<file path="src/rtl/alu_req_arbiter_if.sv">
// alu_req_arbiter_if: request, response and ALU-side signals of the two-port ALU arbiter.
interface alu_req_arbiter_if #(
   parameter int DATA_W = 32,
   parameter int OP_W   = 4
);
   logic [1:0]        req_valid, req_ready;
   logic [DATA_W-1:0] req_x0, req_y0, req_x1, req_y1;
   logic [OP_W-1:0]   req_op0, req_op1;
   logic [1:0]        rsp_valid, rsp_ready;
   logic [DATA_W-1:0] rsp_z;
   logic              rsp_overflow, rsp_equal, rsp_zero, rsp_err;
   logic [DATA_W-1:0] alu_x, alu_y, alu_z;
   logic [OP_W-1:0]   alu_op;
   logic              alu_overflow, alu_equal, alu_zero;
   modport slave (
      input  req_valid, req_x0, req_y0, req_x1, req_y1, req_op0, req_op1, rsp_ready,
             alu_z, alu_overflow, alu_equal, alu_zero,
      output req_ready, rsp_valid, rsp_z, rsp_overflow, rsp_equal, rsp_zero, rsp_err,
             alu_x, alu_y, alu_op
   );
   modport master (
      output req_valid, req_x0, req_y0, req_x1, req_y1, req_op0, req_op1, rsp_ready,
             alu_z, alu_overflow, alu_equal, alu_zero,
      input  req_ready, rsp_valid, rsp_z, rsp_overflow, rsp_equal, rsp_zero, rsp_err,
             alu_x, alu_y, alu_op
   );
endinterface

</file>
<file path="src/rtl/alu_req_arbiter.sv">
// alu_req_arbiter: round-robin sharing of one external ALU between two ports (IDLE/EXEC/RESP).
// Define ALU_ARB_OPCHECK_EN to trap reserved opcodes 11-15 and flag them on rsp_err.
module alu_req_arbiter (
   input logic          clk,
   input logic          rst,
   alu_req_arbiter_if.slave bus
);
   localparam int DATA_W = 32;
   localparam int OP_W   = 4;
   typedef enum logic [1:0] {IDLE, EXEC, RESP} state_t;
   state_t            state;
   logic              last_grant, gnt, g, hs, rsvd, bad_q, ov_q, eq_q, zr_q, err_q;
   logic [DATA_W-1:0] x_q, y_q, z_q, sel_x, sel_y;
   logic [OP_W-1:0]   op_q, sel_op;
   logic [1:0]        rv_q;
   // Contention goes to the port that was not served last.
   assign g             = (bus.req_valid == 2'b11) ? ~last_grant : bus.req_valid[1];
   assign bus.req_ready = (state == IDLE && !rst && |bus.req_valid) ? (g ? 2'b10 : 2'b01) : 2'b00;
   assign hs            = |(bus.req_valid & bus.req_ready);
   assign sel_x         = g ? bus.req_x1 : bus.req_x0;
   assign sel_y         = g ? bus.req_y1 : bus.req_y0;
   assign sel_op        = g ? bus.req_op1 : bus.req_op0;
`ifdef ALU_ARB_OPCHECK_EN
   assign rsvd = sel_op > 4'd10;
`else
   assign rsvd = 1'b0;
`endif
   assign bus.alu_x        = x_q;
   assign bus.alu_y        = y_q;
   assign bus.alu_op       = op_q;
   assign bus.rsp_valid    = rv_q;
   assign bus.rsp_z        = z_q;
   assign bus.rsp_overflow = ov_q;
   assign bus.rsp_equal    = eq_q;
   assign bus.rsp_zero     = zr_q;
   assign bus.rsp_err      = err_q;
   always_ff @(posedge clk or posedge rst) begin
      if (rst) begin
         state      <= IDLE;
         last_grant <= 1'b1;
         gnt        <= 1'b0;
         x_q        <= '0;
         y_q        <= '0;
         op_q       <= '0;
         bad_q      <= 1'b0;
         z_q        <= '0;
         ov_q       <= 1'b0;
         eq_q       <= 1'b0;
         zr_q       <= 1'b0;
         err_q      <= 1'b0;
         rv_q       <= 2'b00;
      end else if (state == IDLE) begin
         if (hs) begin
            state      <= EXEC;
            gnt        <= g;
            last_grant <= g;
            x_q        <= sel_x;
            y_q        <= sel_y;
            op_q       <= rsvd ? '0 : sel_op;
            bad_q      <= rsvd;
         end
      end else if (state == EXEC) begin
         state <= RESP;
         z_q   <= bad_q ? '0 : bus.alu_z;
         ov_q  <= !bad_q && bus.alu_overflow;
         eq_q  <= !bad_q && bus.alu_equal;
         zr_q  <= !bad_q && bus.alu_zero;
         err_q <= bad_q;
         rv_q  <= gnt ? 2'b10 : 2'b01;
      end else if (bus.rsp_ready[gnt]) begin
         state <= IDLE;
         rv_q  <= 2'b00;
         x_q   <= '0;
         y_q   <= '0;
         op_q  <= '0;
      end
   end
endmodule

</file>
<file path="src/flat_wrapper.sv">
// flat-port wrapper written by rule: the top's interface ports become plain ports
module alu_req_arbiter_flat 
  (clk, rst, bus_req_valid, bus_req_x0, bus_req_y0, bus_req_x1, bus_req_y1, bus_req_op0, bus_req_op1, bus_rsp_ready, bus_alu_z, bus_alu_overflow, bus_alu_equal, bus_alu_zero, bus_req_ready, bus_rsp_valid, bus_rsp_z, bus_rsp_overflow, bus_rsp_equal, bus_rsp_zero, bus_rsp_err, bus_alu_x, bus_alu_y, bus_alu_op);
  alu_req_arbiter_if bus_i ();
  input logic clk;
  input logic rst;
  input wire logic [$bits(bus_i.req_valid)-1:0] bus_req_valid;
  input wire logic [$bits(bus_i.req_x0)-1:0] bus_req_x0;
  input wire logic [$bits(bus_i.req_y0)-1:0] bus_req_y0;
  input wire logic [$bits(bus_i.req_x1)-1:0] bus_req_x1;
  input wire logic [$bits(bus_i.req_y1)-1:0] bus_req_y1;
  input wire logic [$bits(bus_i.req_op0)-1:0] bus_req_op0;
  input wire logic [$bits(bus_i.req_op1)-1:0] bus_req_op1;
  input wire logic [$bits(bus_i.rsp_ready)-1:0] bus_rsp_ready;
  input wire logic [$bits(bus_i.alu_z)-1:0] bus_alu_z;
  input wire logic [$bits(bus_i.alu_overflow)-1:0] bus_alu_overflow;
  input wire logic [$bits(bus_i.alu_equal)-1:0] bus_alu_equal;
  input wire logic [$bits(bus_i.alu_zero)-1:0] bus_alu_zero;
  output wire logic [$bits(bus_i.req_ready)-1:0] bus_req_ready;
  output wire logic [$bits(bus_i.rsp_valid)-1:0] bus_rsp_valid;
  output wire logic [$bits(bus_i.rsp_z)-1:0] bus_rsp_z;
  output wire logic [$bits(bus_i.rsp_overflow)-1:0] bus_rsp_overflow;
  output wire logic [$bits(bus_i.rsp_equal)-1:0] bus_rsp_equal;
  output wire logic [$bits(bus_i.rsp_zero)-1:0] bus_rsp_zero;
  output wire logic [$bits(bus_i.rsp_err)-1:0] bus_rsp_err;
  output wire logic [$bits(bus_i.alu_x)-1:0] bus_alu_x;
  output wire logic [$bits(bus_i.alu_y)-1:0] bus_alu_y;
  output wire logic [$bits(bus_i.alu_op)-1:0] bus_alu_op;
  assign bus_i.req_valid = bus_req_valid;
  assign bus_i.req_x0 = bus_req_x0;
  assign bus_i.req_y0 = bus_req_y0;
  assign bus_i.req_x1 = bus_req_x1;
  assign bus_i.req_y1 = bus_req_y1;
  assign bus_i.req_op0 = bus_req_op0;
  assign bus_i.req_op1 = bus_req_op1;
  assign bus_i.rsp_ready = bus_rsp_ready;
  assign bus_i.alu_z = bus_alu_z;
  assign bus_i.alu_overflow = bus_alu_overflow;
  assign bus_i.alu_equal = bus_alu_equal;
  assign bus_i.alu_zero = bus_alu_zero;
  assign bus_req_ready = bus_i.req_ready;
  assign bus_rsp_valid = bus_i.rsp_valid;
  assign bus_rsp_z = bus_i.rsp_z;
  assign bus_rsp_overflow = bus_i.rsp_overflow;
  assign bus_rsp_equal = bus_i.rsp_equal;
  assign bus_rsp_zero = bus_i.rsp_zero;
  assign bus_rsp_err = bus_i.rsp_err;
  assign bus_alu_x = bus_i.alu_x;
  assign bus_alu_y = bus_i.alu_y;
  assign bus_alu_op = bus_i.alu_op;
  alu_req_arbiter u_core (.clk(clk), .rst(rst), .bus(bus_i));
endmodule
</file>
<file path="config.mk">
export PLATFORM = sky130hd
export DESIGN_NAME = alu_req_arbiter_flat
export DESIGN_NICKNAME = d
export VERILOG_FILES = /design/src/rtl/alu_req_arbiter_if.sv /design/src/rtl/alu_req_arbiter.sv /design/src/flat_wrapper.sv
export SDC_FILE = /design/constraint.sdc
export NUM_CORES = 1
export LEC_CHECK = 0
export CORE_UTILIZATION = 38
export CTS_CLUSTER_DIAMETER = 200
export DETAILED_ROUTE_END_ITERATION = 12
export PLACE_DENSITY = 0.78
export SLEW_MARGIN = 20
export SYNTH_ARGS = -nofsm -noshare
export SYNTH_HDL_FRONTEND = slang
export SYNTH_SLANG_ARGS = --single-unit
</file>
<file path="constraint.sdc">
create_clock -name clk -period 3.25 [get_ports clk]
set_input_delay 0.325 -clock clk [delete_from_list [all_inputs] [get_ports clk]]
set_output_delay 0.325 -clock clk [all_outputs]
set_load 0.01 [all_outputs]
</file>
==> flow_summary_export.csv <==
group,metric,value,unit
worst_setup_path,critPathArrivalTime,2.26,ns
worst_hold_path,holdPathStages,2,
timing,setup_violations,0,
clock_network,cts_buffers,9,
grt,grt_use_total,20.27,%
worst_setup_path,cp.required,2.92,ns
yosys,synth-compound-area-share,0.9107,%
final_layout,num_antenna_cells,0,
timing,fmax,0.3875,GHz
power,p_per_area,801.6,mW/mm^2
detailed_routing,viasPerCell,4.894,
grt,first_global_vias,5105,
detailed_routing,wl,16950,um
yosys,netlist_area,0.006182,sq mm
timing,relSlewSlack,42.48,%
yosys,synth-simple-area-share,24.06,%
floorplan,die_w,129.6,um
final_layout,layout-drive-gt1-share,19.56,%
clock_network,post_cts_buffers,0,
placement,gp_congestion,0.7907,
detailed_routing,dr.first_iter.drc_count,147,
grt,grt_max_degree,141,
placement,place_area,0.009136,sq mm
yosys,yosys_warnings,0,
grt,antenna_found_initial,0,
clock_network,cts_hold_buffers,0,
yosys,synth-xor-area-share,0,%
grt,grt_pass1_wl,26410,um
floorplan,dieHeight,129.6,um
worst_setup_path,max_stage_delay,0.59,ns
timing,rsz0062_at_grt,"false",
clock_network,htree_levels,3,
worst_setup_path,start_kind,"register",
worst_setup_path,worstPathCellList,"or2_1 > or3_1 > nor2_1 > clkdlybuf4s50_1",
detailed_routing,drc,0,
yosys,synth_flop_cell,"dfrtp_1",
clock_network,clock_latency,0.35,ns
worst_setup_path,crit_buf_inv,1,
worst_setup_path,path_class,"reg -> out",
worst_setup_path,crit_fanout,3,
yosys,synth_edf_count,0,
floorplan,num_rows,46,
worst_setup_path,cp_num_cells,4,
power,leakagePower,3.977,nW
placement,numPortBuffers,283,
power,worst_ir_drop_vdd,0.4859,mV
power,seqPwrFrac,29.6,%
floorplan,die-area,0.01678,sq mm
power,p_clk_share,15.8,%
floorplan,start_util,38.92,%
yosys,syn_inst,569,
timing,clock_skew,0.007214,ns
timing,drv_slew,0,
worst_setup_path,reg2regPathDepth,4,
final_layout,layout_common_cells,"clkdlybuf4s50_1 (283), nor3b_1 (136), mux2_2 (118)",
power,p_switching,0.002676,W
clock_network,cts_buffer_depth,2,
detailed_routing,routed-via-count,5085,
yosys,synth-adder-area-share,0,%
placement,pre_cts_slack,0.7302,ns
yosys,ys_seq_elements,109,
final_layout,layout.nets,995,
detailed_routing,wl_per_cell,16.31,um
timing,finalCritPeriodShare,79.41,%
detailed_routing,drt_pre_antenna_iters,4,
timing,holdWs,0.4756,ns
yosys,syn_nets,746,
worst_setup_path,critPathSlowestCell,"clkdlybuf4s50_1",
worst_setup_path,r2r_slack,1.06,ns
clock_network,path_clk_slew,0.07,ns
yosys,yosysUniqueCellTypes,28,
timing,finalHoldViolCount,0,
timing,fin_tns_setup,0,ns
power,power.internal,0.004908,W
detailed_routing,ant_nets,0,
yosys,async_flop_share,100.0,%
clock_network,cts_resized,0,
final_layout,syn_to_final_growth,53.05,%
worst_setup_path,critPathCaptureType,"output port",
yosys,synth_top_family_by_area,"multiplexers",
worst_setup_path,crit_family,"simple AND/OR/NAND/NOR gates",
timing,worst_pin_slew,0.8628,ns
final_layout,fillers,1365,
floorplan,ios,285,
power,sw_frac_of_total,35.29,%
clock_network,clock-root-buffer,"clkbuf_16",
yosys,ys_seq_area_share,44.14,%
flow_run,cap_violations,0,
grt,gr-total-overflow,0,
final_layout,mostFrequentLayoutCell,"clkdlybuf4s50_1",
power,comb_power_share,54.6,%
worst_hold_path,hold_class,"reg -> reg",
final_layout,fin_area,0.009462,sq mm
clock_network,cts_tree,"built",
clock_network,cts_sinks,109,
yosys,syn_area_per_cell,10.86,sq um
placement,hpwl,11770,um
status,status,"finished, final reports clean",
floorplan,core,0.01589,sq mm
final_layout,fin_util,59.56,%
timing,finalCriticalPeriod,2.581,ns
yosys,synthMuxAreaShare,25.84,%
timing,final.setup.worst_slack,0.6692,ns
==> power groups by stage <==
stage	Sequential (W)	Combinational [W]	Clock, W
after floorplan	0.00247	0.00227	0
after global placement	0.00225	0.00410	0
after detailed placement	0.00226	0.00419	0
after CTS	0.00226	0.00420	0.00124
after global routing	0.00233	0.00450	0.00130
final	0.00225	0.00414	0.00120
==> worst reg2reg max path: stages (launching register included) <==
cell and delay, ns:
dfstp_2 0.55, a21bo_4 0.56, buf_4 0.33, mux2_2 0.34
mux2_1 0.29
==> cells in the mapped netlist, types with 2 or more instances <==
library cell / instances / area [sq um]
buf_6: 2 / 22.52
nor2_1: 6 / 22.52
buf_4: 5 / 37.54
mux2_4: 9 / 135.1
dfrtp_1: 108 / 2703
nor3b_1: 136 / 1021
mux2_1: 11 / 123.9
mux2_2: 118 / 1329
buf_2: 23 / 115.1
clkbuf_1: 24 / 90.09
nand2_1: 109 / 409.1
inv_1: 2 / 7.510
==> sequential cells by signal, indices dropped and copies added, names as in the netlist <==
register / flops
u_core.bus.rsp_equal: 1
u_core.bus.rsp_overflow: 1
u_core.gnt: 1
u_core.bus.rsp_zero: 1
u_core.bus.alu_op: 4
u_core.bus.alu_y: 32
u_core.state: 2
u_core.bus.rsp_valid: 2
u_core.last_grant: 1
u_core.bus.alu_x: 32
u_core.bus.rsp_z: 32
==> worst paths after layout <==
kind | from | endpoint
setup / recovery | u_core.state[1]$_DFFE_PP0P_ | bus_req_ready[1]
hold / removal | u_core.bus.rsp_z[29]$_DFFE_PP0P_ | u_core.bus.rsp_z[29]$_DFFE_PP0P_
max in group asynchronous | rst | u_core.bus.alu_y[8]$_DFFE_PP0P_
hold reg to reg | u_core.bus.rsp_z[29]$_DFFE_PP0P_ | u_core.bus.rsp_z[29]$_DFFE_PP0P_
min in group asynchronous | rst | u_core.bus.alu_x[16]$_DFFE_PP0P_
setup reg to reg | u_core.last_grant$_DFFE_PP1P_ | u_core.bus.alu_x[19]$_DFFE_PP0P_
==> layer usage <==
metal / part of all wire, % / track usage [%] / up-vias
met3: 8.0 / 5.409 / 21
li1: - / - / 2452
met1: 41 / 24.06 / 2444
met2: 50 / 35.48 / 168
met4: 2.0 / 6.840 / 0
met5: 0 / 0 / -
==> logic make-up after synthesis <==
group / Yosys count
mux: 139
flops: 109
other cells: 1
simple gates: 257
compound gates: 5
buf+inv: 58
==> per-stage QoR <==
stage                     std cells  total power [W]
after floorplan                 569         0.004749
after global placement         1023         0.006355
after detailed placement       1023         0.006454
after CTS                      1039         0.007692
after global routing           1039         0.008124
final                          1039         0.007584
==> layout make-up <==
cell class | count | area (sq um) | area share (%)
multi-input cells | 402 | 3154 | 33.34
repair buffers | 294 | 2965 | 31.34
flip-flops and latches | 109 | 2736 | 28.92
well taps | 216 | 270.3 | 2.856
clock buffers | 9 | 225.2 | 2.380
clock inverters | 7 | 100.1 | 1.058
inverters | 2 | 10.01 | 0.1058
No activity file was read; power rests on OpenSTA's default activity.
